<file path="config.mk">
export PLATFORM = sky130hd
export DESIGN_NAME = uart_rx_fifo
export DESIGN_NICKNAME = d
export VERILOG_FILES = /design/src/rtl/uart_pkg.sv /design/src/rtl/sync_fifo.sv /design/src/rtl/uart_rx_fifo.sv
export SDC_FILE = /design/constraint.sdc
export NUM_CORES = 1
export LEC_CHECK = 0
export CORE_UTILIZATION = 29
export CTS_CLUSTER_DIAMETER = 80
export CTS_CLUSTER_SIZE = 14
export DETAILED_ROUTE_END_ITERATION = 16
export DONT_BUFFER_PORTS = 1
export GPL_TIMING_DRIVEN = 0
export PLACE_DENSITY = 0.47
export SKIP_LAST_GASP = 1
export SYNTH_ARGS = -nofsm -noshare
export SYNTH_HDL_FRONTEND = slang
export SYNTH_SLANG_ARGS = --single-unit
</file>
<file path="constraint.sdc">
create_clock -name clk_clk -period 4.1 [get_ports clk_clk]
set_clock_uncertainty 0.15 [all_clocks]
set_input_delay 0 -clock clk_clk [delete_from_list [all_inputs] [get_ports clk_clk]]
set_output_delay 0 -clock clk_clk [all_outputs]
set_load 0.01 [all_outputs]
</file>
<file path="src/rtl/uart_pkg.sv">
// Shared types and helpers for the oversampled UART receive path.
package uart_pkg;

  typedef enum logic [2:0] {
    IDLE   = 3'd0,
    START  = 3'd1,
    DATA   = 3'd2,
    PARITY = 3'd3,
    STOP1  = 3'd4,
    STOP2  = 3'd5
  } rx_state_t;

  localparam logic [1:0] PAR_NONE = 2'b00;
  localparam logic [1:0] PAR_EVEN = 2'b01;
  localparam logic [1:0] PAR_ODD  = 2'b10;

  // Clock divider for one oversample tick, rounded to nearest, never zero.
  function automatic int unsigned calc_div(input int unsigned clk_hz,
                                           input int unsigned baud,
                                           input int unsigned os);
    int unsigned den;
    den      = baud * os;
    calc_div = (clk_hz + den / 2) / den;
    if (calc_div == 0) calc_div = 1;
  endfunction

endpackage

</file>
<file path="src/rtl/sync_fifo.sv">
// Show-ahead FIFO with explicit level tracking; head word is zero when empty.
module sync_fifo #(
  parameter int unsigned WIDTH = 8,
  parameter int unsigned DEPTH = 8
) (
  input  logic                       clk_i,
  input  logic                       rst_ni,
  input  logic                       push_i,
  input  logic [WIDTH-1:0]           data_i,
  input  logic                       pop_i,
  output logic [WIDTH-1:0]           data_o,
  output logic                       full_o,
  output logic                       empty_o,
  output logic [$clog2(DEPTH):0]     level_o
);

  localparam int unsigned PTR_W = $clog2(DEPTH);
  localparam int unsigned LVL_W = PTR_W + 1;

  logic [WIDTH-1:0] mem_q [DEPTH];
  logic [PTR_W-1:0] wr_ptr_q, wr_ptr_d;
  logic [PTR_W-1:0] rd_ptr_q, rd_ptr_d;
  logic [LVL_W-1:0] level_q, level_d;
  logic             do_push, do_pop;

  assign empty_o = (level_q == '0);
  assign full_o  = (level_q == LVL_W'(DEPTH));
  assign level_o = level_q;
  assign data_o  = empty_o ? '0 : mem_q[rd_ptr_q];

  // A full FIFO still accepts a push when the head is popped in the same cycle.
  assign do_pop  = pop_i & ~empty_o;
  assign do_push = push_i & (~full_o | do_pop);

  always_comb begin
    wr_ptr_d = wr_ptr_q;
    rd_ptr_d = rd_ptr_q;
    level_d  = level_q;
    if (do_push) wr_ptr_d = wr_ptr_q + PTR_W'(1);
    if (do_pop)  rd_ptr_d = rd_ptr_q + PTR_W'(1);
    case ({do_push, do_pop})
      2'b10:   level_d = level_q + LVL_W'(1);
      2'b01:   level_d = level_q - LVL_W'(1);
      default: level_d = level_q;
    endcase
  end

  always_ff @(posedge clk_i or negedge rst_ni) begin
    if (!rst_ni) begin
      wr_ptr_q <= '0;
      rd_ptr_q <= '0;
      level_q  <= '0;
    end else begin
      wr_ptr_q <= wr_ptr_d;
      rd_ptr_q <= rd_ptr_d;
      level_q  <= level_d;
    end
  end

  always_ff @(posedge clk_i) begin
    if (do_push) mem_q[wr_ptr_q] <= data_i;
  end

endmodule

</file>
<file path="src/rtl/uart_rx_fifo.sv">
// Oversampled UART receiver (parity none/even/odd, 1 or 2 stop bits) feeding a show-ahead FIFO.
module uart_rx_fifo
  import uart_pkg::*;
#(
  parameter int unsigned CLK_HZ     = 50000000,
  parameter int unsigned BAUD       = 9600,
  parameter int unsigned OVERSAMPLE = 16,
  parameter int unsigned DATA_BITS  = 8,
  parameter int unsigned FIFO_DEPTH = 8
) (
  input  logic                          clk_clk,
  input  logic                          reset_reset_n,
  input  logic                          rx_serial,
  input  logic [1:0]                    cfg_parity,
  input  logic                          cfg_stop2,
  input  logic                          rd_req,
  input  logic                          ovr_clr,
  output logic                          rd_valid,
  output logic [DATA_BITS-1:0]          rd_data,
  output logic                          rd_parity_err,
  output logic                          rd_frame_err,
  output logic [$clog2(FIFO_DEPTH):0]   fifo_level,
  output logic                          overrun
);

  localparam int unsigned DIV   = calc_div(CLK_HZ, BAUD, OVERSAMPLE);
  localparam int unsigned DIV_W = (DIV > 1) ? $clog2(DIV) : 1;
  localparam int unsigned OS_W  = $clog2(OVERSAMPLE);
  localparam int unsigned BIT_W = $clog2(DATA_BITS);
  localparam int unsigned ENT_W = DATA_BITS + 2;

  logic [2:0]           sync_q;
  logic                 rx_s, fall;
  logic [DIV_W-1:0]     div_cnt_q, div_cnt_d;
  logic                 tick, restart, bit_tick;
  rx_state_t            state_q, state_d;
  logic [OS_W-1:0]      os_cnt_q, os_cnt_d;
  logic [BIT_W-1:0]     bit_cnt_q, bit_cnt_d;
  logic [DATA_BITS-1:0] data_q, data_d;
  logic [1:0]           par_mode_q, par_mode_d;
  logic                 stop2_q, stop2_d;
  logic                 perr_q, perr_d;
  logic                 ferr_q, ferr_d;
  logic                 push_q, push_d;
  logic                 ovr_q, ovr_d;
  logic                 fifo_full, fifo_empty;
  logic [ENT_W-1:0]     fifo_dout;

  // sync_q[1] is the synchronised line, sync_q[2] its previous value for edge detection.
  always_ff @(posedge clk_clk or negedge reset_reset_n) begin
    if (!reset_reset_n) sync_q <= 3'b111;
    else                sync_q <= {sync_q[1:0], rx_serial};
  end

  assign rx_s      = sync_q[1];
  assign fall      = sync_q[2] & ~sync_q[1];
  assign tick      = (div_cnt_q == DIV_W'(DIV - 1));
  assign bit_tick  = tick && (os_cnt_q == OS_W'(OVERSAMPLE - 1));
  assign div_cnt_d = (restart || tick) ? '0 : div_cnt_q + DIV_W'(1);

  always_comb begin
    state_d    = state_q;
    os_cnt_d   = os_cnt_q;
    bit_cnt_d  = bit_cnt_q;
    data_d     = data_q;
    par_mode_d = par_mode_q;
    stop2_d    = stop2_q;
    perr_d     = perr_q;
    ferr_d     = ferr_q;
    push_d     = 1'b0;
    restart    = 1'b0;
    if (tick && state_q != IDLE) os_cnt_d = bit_tick ? '0 : os_cnt_q + OS_W'(1);
    case (state_q)
      IDLE: begin
        if (fall) begin
          restart  = 1'b1;
          os_cnt_d = '0;
          state_d  = START;
        end
      end
      START: begin
        if (tick && os_cnt_q == OS_W'(OVERSAMPLE / 2 - 1)) begin
          os_cnt_d = '0;
          if (!rx_s) begin
            par_mode_d = (cfg_parity == PAR_EVEN || cfg_parity == PAR_ODD) ? cfg_parity : PAR_NONE;
            stop2_d    = cfg_stop2;
            bit_cnt_d  = '0;
            perr_d     = 1'b0;
            ferr_d     = 1'b0;
            state_d    = DATA;
          end else begin
            state_d = IDLE;
          end
        end
      end
      DATA: begin
        if (bit_tick) begin
          data_d    = {rx_s, data_q[DATA_BITS-1:1]};
          bit_cnt_d = bit_cnt_q + BIT_W'(1);
          if (bit_cnt_q == BIT_W'(DATA_BITS - 1))
            state_d = (par_mode_q == PAR_NONE) ? STOP1 : PARITY;
        end
      end
      PARITY: begin
        if (bit_tick) begin
          perr_d  = (par_mode_q == PAR_ODD) ? ~(^data_q ^ rx_s) : (^data_q ^ rx_s);
          state_d = STOP1;
        end
      end
      STOP1: begin
        if (bit_tick) begin
          ferr_d = ~rx_s;
          if (stop2_q) begin
            state_d = STOP2;
          end else begin
            push_d  = 1'b1;
            state_d = IDLE;
          end
        end
      end
      STOP2: begin
        if (bit_tick) begin
          ferr_d  = ferr_q | ~rx_s;
          push_d  = 1'b1;
          state_d = IDLE;
        end
      end
      default: state_d = IDLE;
    endcase
  end

  // A drop sets overrun with priority over a simultaneous clear.
  always_comb begin
    ovr_d = ovr_q;
    if (ovr_clr) ovr_d = 1'b0;
    if (push_q && fifo_full && !rd_req) ovr_d = 1'b1;
  end

  always_ff @(posedge clk_clk or negedge reset_reset_n) begin
    if (!reset_reset_n) begin
      div_cnt_q  <= '0;
      state_q    <= IDLE;
      os_cnt_q   <= '0;
      bit_cnt_q  <= '0;
      data_q     <= '0;
      par_mode_q <= PAR_NONE;
      stop2_q    <= 1'b0;
      perr_q     <= 1'b0;
      ferr_q     <= 1'b0;
      push_q     <= 1'b0;
      ovr_q      <= 1'b0;
    end else begin
      div_cnt_q  <= div_cnt_d;
      state_q    <= state_d;
      os_cnt_q   <= os_cnt_d;
      bit_cnt_q  <= bit_cnt_d;
      data_q     <= data_d;
      par_mode_q <= par_mode_d;
      stop2_q    <= stop2_d;
      perr_q     <= perr_d;
      ferr_q     <= ferr_d;
      push_q     <= push_d;
      ovr_q      <= ovr_d;
    end
  end

  sync_fifo #(
    .WIDTH (ENT_W),
    .DEPTH (FIFO_DEPTH)
  ) u_fifo (
    .clk_i   (clk_clk),
    .rst_ni  (reset_reset_n),
    .push_i  (push_q),
    .data_i  ({ferr_q, perr_q, data_q}),
    .pop_i   (rd_req),
    .data_o  (fifo_dout),
    .full_o  (fifo_full),
    .empty_o (fifo_empty),
    .level_o (fifo_level)
  );

  assign rd_valid = ~fifo_empty;
  assign {rd_frame_err, rd_parity_err, rd_data} = fifo_dout;
  assign overrun  = ovr_q;

endmodule

</file>
# Yosys cells after proc, flatten, opt, wreduce, memory -nomap -nowiden
# Memories as Yosys holds them, arrays and structs flattened.
# Cells that the tools add are included.
# W data, S select, Z words.
[totals]
ramBits = 80
wordCells = 122
reg_bits = 47
mem_count = 1
input_bits = 8
output_inout_bits = 16
[memory_table]
columns = ["memory", "words", "word_bits", "rd", "rd_clocked_by_memory_dff", "wr", "line", "rtl"]
rows = [
  ["u_fifo.mem_q", 8, 10, 1, 0, 1, "sync_fifo.sv:20", "logic [WIDTH-1:0] mem_q [DEPTH];"],
]
[op_classes]
add_sub_neg = 7
eq_ne = 23
bitwise = 10
n_reduce_logical = 24
n_mux = 42
[ops]
columns = ["operator", "count"]
rows = [
  ["$mux W3", 12],
  ["$pmux W3 S6", 1],
  ["$mux W4", 4],
  ["$ne A2 B2 Y1 const B", 8],
  ["$pmux W4 S2", 2],
  ["$mux W1", 15],
  ["$mux W10", 1],
  ["$add A3 B1 Y3 const B", 3],
  ["$add A9 B1 Y9 const B", 1],
  ["$eq A3 B3 Y1 const B", 3],
  ["$eq A9 B9 Y1 const B", 1],
  ["$mux W9", 1],
  ["$add A4 B1 Y4 const B", 2],
  ["$eq A4 B4 Y1 const B", 2],
  ["$reduce_and A4 Y1", 2],
  ["$reduce_bool A2 Y1", 4],
  ["$reduce_xor A8 Y1", 1],
  ["$reduce_and A7 Y1", 1],
  ["$eq A2 B2 Y1 const B", 3],
  ["$eq A3 B2 Y1 const B", 2],
  ["$pmux W3 S2", 1],
  ["$reduce_bool A3 Y1", 2],
  ["$logic_and A1 B1 Y1", 5],
  ["$reduce_and A5 Y1", 1],
  ["18 further kinds", 28],
]

# Logic depth before layout (Yosys ltp)
# Gate-level depths: netlist (run 1).
[logic_depth]
depth_word = 7
ltp_mapped = 11
ltp_nobuf = 11

# By module
# From an unflattened synthesis (run 1), not the netlist that was laid out.
[hier_totals]
hier_cells = 375
hier_area_um2 = 5602.9
[modules_own_cells]
columns = ["module", "seq_area_each_um2", "n_inst", "cells_per_inst", "area_per_inst_um2"]
rows = [
  ["sync_fifo", 2652.5, 1, 193, 3703.6],
  ["uart_rx_fifo", 929.6, 1, 182, 1899.3],
]

# Worst setup path before layout (run 1)
# Ideal clock, no wire load.
[synth_timing]
path_type = "register to register"
start = "register u_fifo.level_q[1] (netlist: u_fifo.level_o[1])"
end = "register u_fifo.level_q[3] (netlist: u_fifo.level_o[3])"
path_stages_with_launch = 10
path_buffers = 0
path_slack_ps = 1686
required_time_ps = 3822
setup_time_ps = 128
period_less_slack_ps = 2414
t_arrival_ps = 2136
path_cell_list = "dfrtp_1 > nor4_1 > nor2b_1 > ha_1 > ha_1 > a21o_1 > a21oi_1 > xnor2_1 > nor2_1 > xor2_1"
[synth_via]
elab_chain_cells = 7
elab_cells_between_ends = 13
classes_between = "add/sub (2); eq/ne (3); mux (1); bitwise (5); reduce/logical (2)"
[synth_lines]
columns = ["item", "line", "rtl"]
rows = [
  ["start: declaration", "sync_fifo.sv:23", "logic [LVL_W-1:0] level_q, level_d;"],
  ["start signal: assignment", "sync_fifo.sv:56", "level_q <= level_d;"],
  ["$logic_not A4 Y1", "sync_fifo.sv:26", "assign empty_o = (level_q == '0);"],
  ["$not A1 Y1", "sync_fifo.sv:32", "assign do_pop = pop_i & ~empty_o;"],
  ["$and A1 B1 Y1", "sync_fifo.sv:32", ""],
  ["$or A1 B1 Y1", "sync_fifo.sv:33", "assign do_push = push_i & (~full_o | do_pop);"],
  ["$and A1 B1 Y1", "sync_fifo.sv:33", ""],
  ["$eq A2 B1 Y1 or $eq A2 B2 Y1 (tied branches)", "sync_fifo.sv:41", "case ({do_push, do_pop})"],
  ["$pmux W4 S2 or $reduce_bool A2 Y1 (tied branches)", "n/a", ""],
]
# Several ways; a longest one is shown, not always the timed one.
# A chain may end at the register's enable or synchronous reset.

# Worst setup path in the final report (run 1)
# Same ends and word-level chain as after synthesis.

==> flow_summary.toml, run 1 <==
[clocking]
path_clk_slew_ns = 0.06
cts_setup_buffers = 0
cts_buffers = 17
clockRootBuffer = "clkbuf_16"
tritoncts = "yes"
cts_sinks = 127
insertion_delay_ns = 0.41
clk_path_buf_depth = 2
htree_levels = 4

[routing]
ant_nets = 0
first_iter_violations = 217
drc = 2
first_pass_iters = 12
avgViaCountPerCell = 4.69
wirelength_um = 10800
via_count = 2977
wl_per_cell_um = 17.0

[global_routing]
grt_max_degree = 48
antenna_found_initial = 1
grt_usage_pct = 12.5
grt_pass1_vias = 3157
grt_first_pass_wirelength_um = 18000
gr-total-overflow = 0

[hold_path]
hold_class = "in -> async"

[placed_design]
gp_congestion = 0.735
port_buffers = 0
hpwl_um = 6940

[worst_setup_path]
worst_setup_path_end_kind = "flip-flop"
start_kind = "flip-flop"
cp_top_family = "simple AND/OR/NAND/NOR gates"
critPathMaxFanout = 6
worstPathArrival_ns = 2.87
path_buf_inv = 0
cp_common_cell = "ha_1"
crit_required_ns = 4.24
worst_path_max_delay_cell = "nor4_1"
cpPeakStageDelay_ns = 0.55
crit_path_cell_trace = "nor4_1 -> nor2b_1 -> ha_1 -> ha_1 -> a21o_1 -> a21oi_1 -> xnor2_1 -> nor2_1 -> xor2_1"
path_class = "reg -> reg"

[yosys]
synth_edf_count = 80
yosys-top-cells-count = "edfxtp_1 (80), dfrtp_1 (44), nor2_1 (41)"
synth_top_family_by_area = "multiplexers"
seq_area_frac_synth_pct = 65.7
ys_async_sr_fraction_pct = 37.0
yosysWarningCount = 0
synth-compound-area-share_pct = 3.85
synth.distinct_cells = 47
syn_area_per_cell_um2 = 15.2
ys_seq_elements = 127
synthMuxAreaShare_pct = 12.7
synth_top_area_share_pct = 44.0
syn_inst = 360
synth_xor_area_share_pct = 3.85
yosys.area_share.simple_pct = 9.56
syn-num-nets = 379
synthMostInstantiatedCell = "edfxtp_1"
yosysTopAreaCell = "edfxtp_1"
synthAdderAreaFrac_pct = 2.66
synth_area_leaders = "edfxtp_1 (44%), dfrtp_1 (20%), mux4_2 (8.3%)"
synth_area_um2 = 5460
synthFlopType = "edfxtp_1"

[timing]
post-route-period-util_pct = 66.5
tightestPinTransition_ns = 1.13
clock.fmax_ghz = 0.367
post-route-min-period_ns = 2.72
drv_slew = 0
rsz0062_at_grt = "no"
setup-violations-final = 0
fin_setup_tns_ns = 0
slew_headroom_pct = 24.1
finalHoldViolCount = 0

[final_layout]
final_nets = 411
area_growth_pct = 19.0
layout-drive-gt1-share_pct = 19.0
nFillCells = 1715

[floorplan]
floorplan.initialDensity_pct = 30.0
die_y_um = 139
core_um2 = 18200
die_w_um = 139
die_area_um2 = 19400
boundaryPins = 24
rows = 49

[flow_run]
drv_cap = 0

[status]
violations = "design-rule violations"
status = "finished with violations"

[power]
power.static_leakage_nw = 2.64
power.density_nw_per_um2 = 548
power.total_mw = 3.56
ir_drop_mv = 0.269
==> registers in the layout, indices dropped and copies added (netlist names), 2 cells and up <==
register         count
state_q              3
bit_cnt_q            3
u_fifo.rd_ptr_q      3
os_cnt_q             4
sync_q               3
u_fifo.mem_q        80
par_mode_q           2
div_cnt_q            9
u_fifo.level_o       4
data_q               8
u_fifo.wr_ptr_q      3
==> per-layer routing <==
| layer | wire, um | share of wire [%] | track usage [%] |
|---|---|---|---|
| met4 | 108 | 1.0 | 4.15 |
| met5 | 0 | 0 | 0 |
| met1 | 5090 | 47 | 16.0 |
| met3 | 328 | 3.0 | 3.80 |
| met2 | 5270 | 49 | 20.0 |
==> report_power, final <==
| group | internal [mW] | switching [mW] |
|---|---|---|
| combinational | 0.240 | 0.297 |
| sequential | 1.43 | 0.106 |
| clock | 0.944 | 0.542 |
==> final cells by class <==
type / instances / area (um^2) / share of cell area (%)
multi-input cells: 211 / 1790 / 27.6
well taps: 229 / 287 / 4.41
diodes: 1 / 2.50 / 0.0385
flip-flops and latches: 127 / 3580 / 55.2
inverters: 11 / 41.3 / 0.636
plain buffers: 11 / 51.3 / 0.790
clock buffers: 23 / 478 / 7.36
clock inverters: 9 / 109 / 1.68
repair buffers: 13 / 150 / 2.31
==> cells by family after synthesis <==
logic type               after synthesis
flip-flops                           127
AND/OR/NAND/NOR                      101
multiplexers                          43
AO/OA/AOI/OAI                         32
XOR/XNOR                              24
buffers and inverters                 22
adder cells (fa/ha/maj)               11
==> worst paths after layout <==
kind	startpoint	to	slack, ns	cells past startpoint
setup / recovery	u_fifo.level_o[1]	u_fifo.level_o[3]	1.38	9
min in group clk_clk	cfg_stop2	stop2_q	0.12	2
setup reg to reg	u_fifo.level_o[1]	u_fifo.level_o[3]	1.38	9
max in group asynchronous	reset_reset_n	sync_q[0]	3.51	2
hold / removal	reset_reset_n	u_fifo.wr_ptr_q[2]	0.02	2
hold reg to reg	sync_q[0]	sync_q[1]	0.20	0
==> timing repair <==
item / in CTS / in global routing
hold endpoints to repair: 56 / 0
gates resized for setup: 0 / 0
hold buffers: 11 / 0
==> metrics by stage <==
step                      utilization (%)  hold slack [ns]  setup WS [ns]  instances  instance area, um^2
after CTS                            35.6           0.0167           1.35        634                 6490
after floorplan                         -           -0.446           1.69        360                 5460
after global routing                 35.7           0.0276           1.19        635                 6490
final                                35.7           0.0215           1.38        635                 6490
after detailed placement             31.7           -0.441           1.37        591                 5780
after global placement               31.5           -0.441           1.06        589                 5740
==> cells in the final DEF, fill, tap and decap left out, types with 2 or more instances in the layout <==
cell and n:
edfxtp_1 80, dfrtp_1 44, nor2_1 41, nand2_1 20, mux4_2 20, clkbuf_16 17
xnor2_1 14, mux2i_1 12, inv_1 11, clkbuf_1 11, mux2_2 11, xor2_1 10
ha_1 10, dlygate4sd3_1 10, nand2b_1 8, o21ai_0 8, a21oi_1 7, nand3_1 6
nor3_1 4, nor2b_1 3, nor3_2 3, and3_1 3, buf_6 3, o41ai_1 3
clkbuf_8 3, dfstp_2 3, nor4_1 2, and2_1 2, a31oi_1 2, buf_2 2
nand4_1 2, a22o_1 2, bufinv_16 2, clkinv_2 2, clkinvlp_4 2
Note: power is estimated with default switching activity, not from simulation.
==> inputs of run 2 (changes only) <==
Settings changed: ABC_AREA from default to 1.
Clock period 4.1 ns to 2.8 ns, I/O delays scaled along.
==> run 2 against run 1 <==
The run now ends clean. Sequential cell count did not move. Maximum frequency up 8.5%. Largest cell class unchanged. Global-route usage rose by 1.2 points. Via count rose by 29%. Synthesized cell count up 56%. Die area grew 5.6%. Critical path type unchanged. Total power increased by 83%. Count of clock-buffer cells in the layout shrank 2. Non-clock buffer count up 5. Register-to-register slack worse by 1.1 ns. Clock power up 55%.
==> flow_summary.toml, run 2 <==
[routing]
wirelength_um = 12600
ant_nets = 0
wl_per_cell_um = 14.5
via_count = 3855
avgViaCountPerCell = 4.44
first_pass_iters = 4
first_iter_violations = 177
drc = 0

[yosys]
ys_async_sr_fraction_pct = 37.0
synth_top_area_share_pct = 41.7
synth_area_um2 = 5770
syn_inst = 560
yosysWarningCount = 0
synth_area_leaders = "edfxtp_1 (42%), dfrtp_1 (19%), nor2_1 (7.2%)"
syn_area_per_cell_um2 = 10.3
yosysTopAreaCell = "edfxtp_1"
synth_edf_count = 80
syn-num-nets = 579
seq_area_frac_synth_pct = 62.1
synthMostInstantiatedCell = "nor2_1"
yosys-top-cells-count = "nor2_1 (110), nand2_1 (83), edfxtp_1 (80)"
synthFlopType = "edfxtp_1"
ys_seq_elements = 127
synth.distinct_cells = 44

[clocking]
cts_buffers = 17
path_clk_slew_ns = 0.05
insertion_delay_ns = 0.42
clockRootBuffer = "clkbuf_16"
cts_setup_buffers = 0
tritoncts = "yes"
clk_path_buf_depth = 2
htree_levels = 4
cts_sinks = 127
cts_hold_buf = 12
cts_resized = 0

[final_layout]
reg_top3 = "u_fifo.mem_q: 80 flops, div_cnt_q: 9 flops, data_q: 8 flops"
area_growth_pct = 19.1
ff_latch_area_um2 = 3580
largest_reg_flops = 80
layout-drive-gt1-share_pct = 13.4
diodes = 0
top_register = "u_fifo.mem_q"
multi_input_area_um2 = 1910
final_nets = 610
nFillCells = 1966
mostFrequentLayoutCells = "nor2_1 (110), nand2_1 (83), edfxtp_1 (80)"
layout_commonest_cell = "nor2_1"

[timing]
slew_headroom_pct = 29.6
clock.fmax_ghz = 0.398
post-route-min-period_ns = 2.51
drv_slew = 0
fin_setup_tns_ns = 0
tightestPinTransition_ns = 1.05
rsz0062_at_grt = "no"
setup-violations-final = 0
whs_ns = 0.0437
finalHoldViolCount = 0
post-route-period-util_pct = 89.7

[hold_path]
hold_class = "in -> async"

[power]
power.static_leakage_nw = 2.93
ir_drop_mv = 0.498
power.density_nw_per_um2 = 945
power.total_mw = 6.49

[global_routing]
grt_pass1_vias = 3937
grt_usage_pct = 13.7
grt_max_degree = 45
grt_first_pass_wirelength_um = 20400
gr-total-overflow = 0
antenna_found_initial = 0

[placed_design]
port_buffers = 0
hpwl_um = 8440
gp_congestion = 0.768

[floorplan]
die_w_um = 143
die_y_um = 143
rows = 51
core_um2 = 19500
boundaryPins = 24
die_area_um2 = 20500
floorplan.initialDensity_pct = 29.6

[worst_setup_path]
worstPathArrival_ns = 2.65
crit_required_ns = 2.94
critPathMaxFanout = 5
worst_setup_path_end_kind = "flip-flop"
start_kind = "flip-flop"
path_class = "reg -> reg"

[status]
status = "completed"

[flow_run]
drv_cap = 0
-- run 2: worst paths after layout --
path | startpoint | endpoint | slack [ns] | cells past startpoint
max | u_fifo.level_o[0] | u_fifo.level_o[3] | 0.29 | 11
min | reset_reset_n | sync_q[2] | 0.04 | 2
max reg2reg | u_fifo.level_o[0] | u_fifo.level_o[3] | 0.29 | 11
min reg2reg | sync_q[0] | sync_q[1] | 0.21 | 0
max in group asynchronous | reset_reset_n | u_fifo.level_o[1] | 2.23 | 3
min in group clk_clk | cfg_stop2 | stop2_q | 0.13 | 3
-- run 2: final cells by class --
| cell class | count | area share [%] |
|---|---|---|
| flip-flops and latches | 127 | 52.1 |
| multi-input cells | 365 | 27.9 |
| clock buffers | 21 | 6.56 |
| well taps | 265 | 4.83 |
| inverters | 51 | 2.80 |
| clock inverters | 11 | 2.42 |
| repair buffers | 12 | 2.26 |
| plain buffers | 17 | 1.13 |
-- run 2: through the flow --
step                      utilization [%]  cell area (um^2)  cells  setup WS, ns
after CTS                            35.3              6870    869         0.247
after global placement               31.3              6100    825         0.295
after detailed placement             31.3              6100    825         0.261
after floorplan                         -              5770    560         0.610
after global routing                 35.3              6870    869        0.0711
final                                35.3              6870    869         0.289
-- run 2: cells by family (layout without fill, tap and decap cells) --
group,count (synthesis),count (layout),synth area share [%]
mux,1,1,0.195
buf+inv,68,112,4.69
xor+xnor,9,9,1.37
flops,127,127,62.1
fa+ha+maj,11,11,2.52
simple gates,250,250,19.5
compound gates,94,94,9.65
-- run 2: worst max-delay path, cell delays in order (launching register included) --
cell and delay (ns):
dfrtp_1 0.47, inv_2 0.08, nand2_1 0.10, nor2_1 0.06, nor2_1 0.28, ha_1 0.32, ha_1 0.30, a21oi_1 0.16
nand2_1 0.07, a21oi_1 0.12, o21ai_0 0.13, xor2_1 0.16
-- run 2: power by group --
part           switching (mW)  leakage [nW]  total, mW  internal, mW
logic                    1.30          1.11       1.93         0.631
clock network           0.802         0.295       2.31          1.51
registers               0.150          1.52       2.25          2.10
total                    2.25          2.93       6.49          4.24
-- run 2: metal layers --
metal | wire length [um] | part of all wire (%) | vias to the layer above | track usage (%)
li1 | - | - | 1951 | -
met1 | 5890 | 47 | 1839 | 16.9
met4 | 138 | 1.1 | 0 | 4.36
met5 | 0 | 0 | - | 0
met2 | 6090 | 48 | 51 | 22.8
met3 | 475 | 3.8 | 14 | 4.09
